--- config.mk ---
export PLATFORM = sky130hd
export DESIGN_NAME = seg_scan_ctrl
export DESIGN_NICKNAME = d
export VERILOG_FILES = /design/src/rtl/seg_scan_ctrl.sv
export SDC_FILE = /design/constraint.sdc
export NUM_CORES = 1
export LEC_CHECK = 0
export ABC_CLOCK_PERIOD_IN_PS = 3650
export CAP_MARGIN = 25
export CORE_ASPECT_RATIO = 0.8
export CORE_MARGIN = 2
export CORE_UTILIZATION = 35
export DETAILED_ROUTE_END_ITERATION = 8
export PLACE_DENSITY = 0.62
export SYNTH_ARGS = -nofsm -noshare
export SYNTH_HDL_FRONTEND = slang
export SYNTH_SLANG_ARGS = --single-unit
--- constraint.sdc ---
create_clock -name Clk -period 3.65 [get_ports Clk]
set_input_delay 0.73 -clock Clk [delete_from_list [all_inputs] [get_ports Clk]]
set_output_delay 0.73 -clock Clk [all_outputs]
set_load 0.005 [all_outputs]
--- src/rtl/seg_scan_ctrl.sv ---
// Four-digit multiplexed seven-segment scan controller with frame-aligned value updates.
// Segment and select outputs are registered from the post-edge scan state.
module seg_scan_ctrl #(
    parameter int unsigned PRESCALE = 4
) (
    input  logic        Clk,
    input  logic        Reset,
    input  logic        Enable,
    input  logic [15:0] Value,
    input  logic        Load,
    input  logic        BlankLZ,
    output logic [7:0]  Segments,
    output logic [3:0]  DigitSel,
    output logic        LoadAck
);

    localparam int unsigned CW = (PRESCALE > 1) ? $clog2(PRESCALE) : 1;
    localparam logic [CW-1:0] LAST = CW'(PRESCALE - 1);

    typedef enum logic {StIdle, StScan} state_e;

    state_e      state_q, state_d;
    logic [CW-1:0] cnt_q, cnt_d;
    logic [1:0]  k_q, k_d;
    logic [15:0] shadow_q, shadow_d;
    logic [15:0] pend_val_q, pend_val_d;
    logic        pend_q, pend_d;
    logic        apply;
    logic [7:0]  seg_q, seg_d;
    logic [3:0]  sel_q, sel_d;
    logic        ack_q, ack_d;
    logic [15:0] upper;

    function automatic logic [7:0] decode7(input logic [3:0] n);
        logic [7:0] s;
        case (n)
            4'h0: s = 8'h3F;
            4'h1: s = 8'h06;
            4'h2: s = 8'h5B;
            4'h3: s = 8'h4F;
            4'h4: s = 8'h66;
            4'h5: s = 8'h6D;
            4'h6: s = 8'h7D;
            4'h7: s = 8'h07;
            4'h8: s = 8'h7F;
            4'h9: s = 8'h6F;
            4'hA: s = 8'h77;
            4'hB: s = 8'h7C;
            4'hC: s = 8'h39;
            4'hD: s = 8'h5E;
            4'hE: s = 8'h79;
            4'hF: s = 8'h71;
            default: s = 8'h00;
        endcase
        return s;
    endfunction

    always_ff @(posedge Clk) begin
        if (Reset) begin
            state_q    <= StIdle;
            cnt_q      <= '0;
            k_q        <= 2'd3;
            shadow_q   <= '0;
            pend_val_q <= '0;
            pend_q     <= 1'b0;
            seg_q      <= '0;
            sel_q      <= '0;
            ack_q      <= 1'b0;
        end else begin
            state_q    <= state_d;
            cnt_q      <= cnt_d;
            k_q        <= k_d;
            shadow_q   <= shadow_d;
            pend_val_q <= pend_val_d;
            pend_q     <= pend_d;
            seg_q      <= seg_d;
            sel_q      <= sel_d;
            ack_q      <= ack_d;
        end
    end

    always_comb begin
        state_d    = state_q;
        cnt_d      = cnt_q;
        k_d        = k_q;
        shadow_d   = shadow_q;
        pend_val_d = pend_val_q;
        pend_d     = pend_q;
        apply      = 1'b0;
        unique case (state_q)
            StIdle: begin
                apply = 1'b1;
                cnt_d = '0;
                k_d   = 2'd3;
                if (Enable) state_d = StScan;
            end
            StScan: begin
                // Dropping Enable skips the frame-end apply; IDLE applies on the next edge.
                if (!Enable) begin
                    state_d = StIdle;
                    cnt_d   = '0;
                    k_d     = 2'd3;
                end else if (cnt_q == LAST) begin
                    cnt_d = '0;
                    k_d   = k_q - 2'd1;
                    apply = (k_q == 2'd0);
                end else begin
                    cnt_d = cnt_q + CW'(1);
                end
            end
        endcase
        if (Load) begin
            pend_val_d = Value;
            pend_d     = 1'b1;
        end
        if (apply) begin
            if (Load)        shadow_d = Value;
            else if (pend_q) shadow_d = pend_val_q;
            pend_d = 1'b0;
        end
        ack_d = apply && (Load || pend_q);
    end

    // Upper holds Shadow[15:4k], so leading-zero blanking is a simple zero test.
    always_comb begin
        upper = shadow_d >> {k_d, 2'b00};
        seg_d = '0;
        sel_d = '0;
        if (state_d == StScan) begin
            sel_d = 4'b0001 << k_d;
            if (!(BlankLZ && (k_d != 2'd0) && (upper == 16'h0000))) begin
                seg_d = decode7(upper[3:0]);
            end
        end
    end

    assign Segments = seg_q;
    assign DigitSel = sel_q;
    assign LoadAck  = ack_q;

endmodule

==> results of run 1 <==
==> worst paths after layout <==
path | end | start | cells past startpoint
max | Segments[3]$_SDFF_PP0_ | Load | 16
min | cnt_q[0]$_SDFF_PP0_ | cnt_q[0]$_SDFF_PP0_ | 1
max reg2reg | Segments[3]$_SDFF_PP0_ | cnt_q[0]$_SDFF_PP0_ | 15
min reg2reg | cnt_q[0]$_SDFF_PP0_ | cnt_q[0]$_SDFF_PP0_ | 1
==> worst register-to-register path: stages, from the launching register on <==
cell and delay, ns:
dfxtp_1 0.37, ha_1 0.28, nand3_4 0.13, a21oi_4 0.20
buf_4 0.16, mux2i_1 0.22, o22ai_1 0.12, or3_4 0.33
inv_1 0.08, ha_1 0.18, nand3_1 0.10, nor4_2 0.15
a41oi_1 0.21, o31ai_4 0.20, buf_4 0.19, a221oi_2 0.04
==> registers in the layout, indices dropped and copies added, names as in the netlist <==
register / flops
Segments: 7
k_q: 2
LoadAck: 1
state_q: 1
cnt_q: 2
pend_q: 1
pend_val_q: 16
shadow_q: 16
DigitSel: 4
==> kinds of logic after synthesis <==
group                    after synthesis  synth area share
other                                  1           0.00145
multiplexers                          32             0.132
flip-flops                            50             0.386
AND/OR/NAND/NOR                       96             0.199
adder cells (fa/ha/maj)               10            0.0483
XOR/XNOR                               9            0.0304
AO/OA/AOI/OAI                         47             0.151
buffers and inverters                 25            0.0522
==> synthesized netlist by cell type (7+ instances only) <==
| cell | count |
|---|---|
| mux2i_1 | 18 |
| xor2_1 | 7 |
| nor3_1 | 8 |
| ha_1 | 10 |
| clkbuf_1 | 7 |
| mux2_2 | 12 |
| nor2b_1 | 12 |
| a21oi_1 | 8 |
| nor2_1 | 32 |
| dfxtp_1 | 50 |
| nand2_1 | 8 |
| a211oi_1 | 8 |
| inv_1 | 9 |
==> layer usage <==
metal | GRT usage | vias up
met5 | 0 | -
met4 | 0.0438 | 0
met3 | 0.0301 | 7
met2 | 0.246 | 34
met1 | 0.226 | 1022
li1 | - | 1073
==> cell usage in the layout (no fill, tap or decap), types with 7 or more instances in the layout <==
cell type | synthesis | layout
a21oi_1 | 8 | 8
clkdlybuf4s50_1 | 0 | 32
a211oi_1 | 8 | 8
nor2b_1 | 12 | 12
inv_1 | 9 | 9
nor3_1 | 8 | 8
buf_4 | 2 | 35
xor2_1 | 7 | 7
mux2_2 | 12 | 12
mux2i_1 | 18 | 18
ha_1 | 10 | 10
dfxtp_1 | 50 | 50
nand2_1 | 8 | 8
nor2_1 | 32 | 32
==> area by class of cell <==
type | instances | area, µm²
inverters | 9 | 33.8
multi-input cells | 195 | 1460
fillers | 712 | 3940
flip-flops and latches | 50 | 1000
well taps | 90 | 113
repair buffers | 69 | 623
clock buffers | 6 | 82.6
clock inverters | 1 | 30.0
==> per-stage QoR <==
stage	utilization	power, µW	hold slack [ns]	setup WS (ns)
final	0.459	1250	0.465	0.211
after detailed placement	0.442	857	0.455	-0.185
after floorplan	-	750	0.435	0.210
after global placement	0.442	855	0.442	-0.0679
after CTS	0.458	1260	0.470	0.147
after global routing	0.459	1310	0.506	0.0252
==> power by group through the flow <==
stage | clock network [µW] | logic, µW | registers [µW]
3_5_place_dp | 0 | 254 | 603
5_1_grt | 436 | 282 | 594
2_1_floorplan | 0 | 151 | 599
4_1_cts | 415 | 257 | 590
3_3_place_gp | 0 | 252 | 603
6_report | 407 | 257 | 590
==> metrics.txt, run 1 <==
vias per cell just over 5; area leader, netlist dfxtp_1; root buffer cell clkbuf_8; GRT Overall Usage 0.159; crit path time final ~3.4 ns; die area 8110 µm²; Ys Warns 0; Clk pin slew, worst setup/hold paths about 0.10 ns; clock sink count 50; Critical Path AT 3.61 ns; Seq pwr share 0.471; TNS Setup 0 ns; core footprint around 7300 µm²; latest clock arrival within the worst-skew pair slightly above 0.3 ns; Setup violations, final 0; share of cells above drive strength 1 0.227; M1 wire length 3.22 mm; top_reg_cell synth dfxtp_1; Final Wtd Congestion around 0.88; I/O pin count 34; Final Hold Fails 0; Worst R2R Setup Slack roughly 0.53 ns; fin nets 361; floorplan row count 28; Avg WL per Cell roughly 14 µm; Top delay family on crit path buffers and inverters; antenna-violating nets left 0; worst-path fanout max 18; Gate power share 0.205; VDD IR max around 0.22 mV; worst-path cell with the longest stage delay clkdlybuf4s50_1; clock share of power 0.325; post-CTS setup buffer count 0; Sw Pwr approximately 320 µW; Post-Route WL 6.07 mm; post-CTS sizing 0; Leakage around 0.0014 µW; CP max stage delay a little over 0.5 ns; WS Path Type input pin to flip-flop; RSZ-0062 raised after global routing false; main area contributors after synthesis dfxtp_1 39%, mux2i_1 7.0%, mux2_2 5.2%, ha_1 4.8%, nor2_1 4.6%; status finished clean; Design Area, Final roughly 3300 µm²; gr ovfl total 0; Most common cell on crit path buf_4; Post-Syn Area between 2000 and 3000 µm²; Diodes inserted 0; CTS Hold Bufs 0; Synth Area per Inst roughly 9.6 µm²; Residual DRC 0; Slew Limit Fails 0; # port buffers 32; post-synthesis sequential area ratio 0.386; Tcrit/Tclk final 0.942; H-Tree Depth 2; largest net degree at the start of global routing 39; met3 wire length 207 µm; vias in the first global route 2086; Top Metal Used met4; Clock Skews ~0.01 ns; Die H between 80 and 90 µm; Max clock buf depth 2; top cell type's share of synthesized area 0.386; CTS tree built; Crit path buffers/inverters 5; Layout Cells excl Fill 420; Max Freq just under 300 MHz; initial antenna violation count 0; Num CTS Buffers 5; 1st-pass router iterations 4; Rel. slew slack 0.627; FF+latch count, synth 50; CP Capture Type flip-flop; Synth async-reset ratio 0; Syn Inst Count 270; initial core utilization 0.355; Sw Share 0.257; CP Launch Type input pin; worst hold path class flip-flop to flip-flop; 1st-iter DRT viols 78; vias between 2000 and 2500; first-pass GRT wire length approximately 10 mm; cell internal pwr 932 µW; area delta synth->final 29.1%; post-synthesis cell type count 55; WP data required about 3.8 ns; Die X between 100 and 150 µm; Pwr per Cell Area approximately 380 nW/µm²; Inst Count DP between 400 and 500; placed cell area about 3200 µm²; Worst-Margin Slew 0.556 ns; synthesized net count roughly 300; Post-synth EDFFs 0; critical path cell sequence clkdlybuf4s50_1, buf_12, nor2_4, a21oi_4, buf_4, mux2i_1, o22ai_1, or3_4, inv_1, ha_1, nand3_1, nor4_2, a41oi_1, o31ai_4, buf_4, a221oi_2; met2 WL 2.59 mm; max-cap violations 0; hpwl dp around 4.6 mm
Power figures use the tool's default switching activity.
==> run 2: changes to the inputs <==
--- a/config.mk
+++ b/config.mk
@@ -6,7 +6,6 @@
 export NUM_CORES = 1
 export LEC_CHECK = 0
 export ABC_CLOCK_PERIOD_IN_PS = 3650
-export CAP_MARGIN = 25
 export CORE_ASPECT_RATIO = 0.8
 export CORE_MARGIN = 2
 export CORE_UTILIZATION = 35
==> results of run 2 <==
Final layout, timing and power as in run 1 (identical DEF).
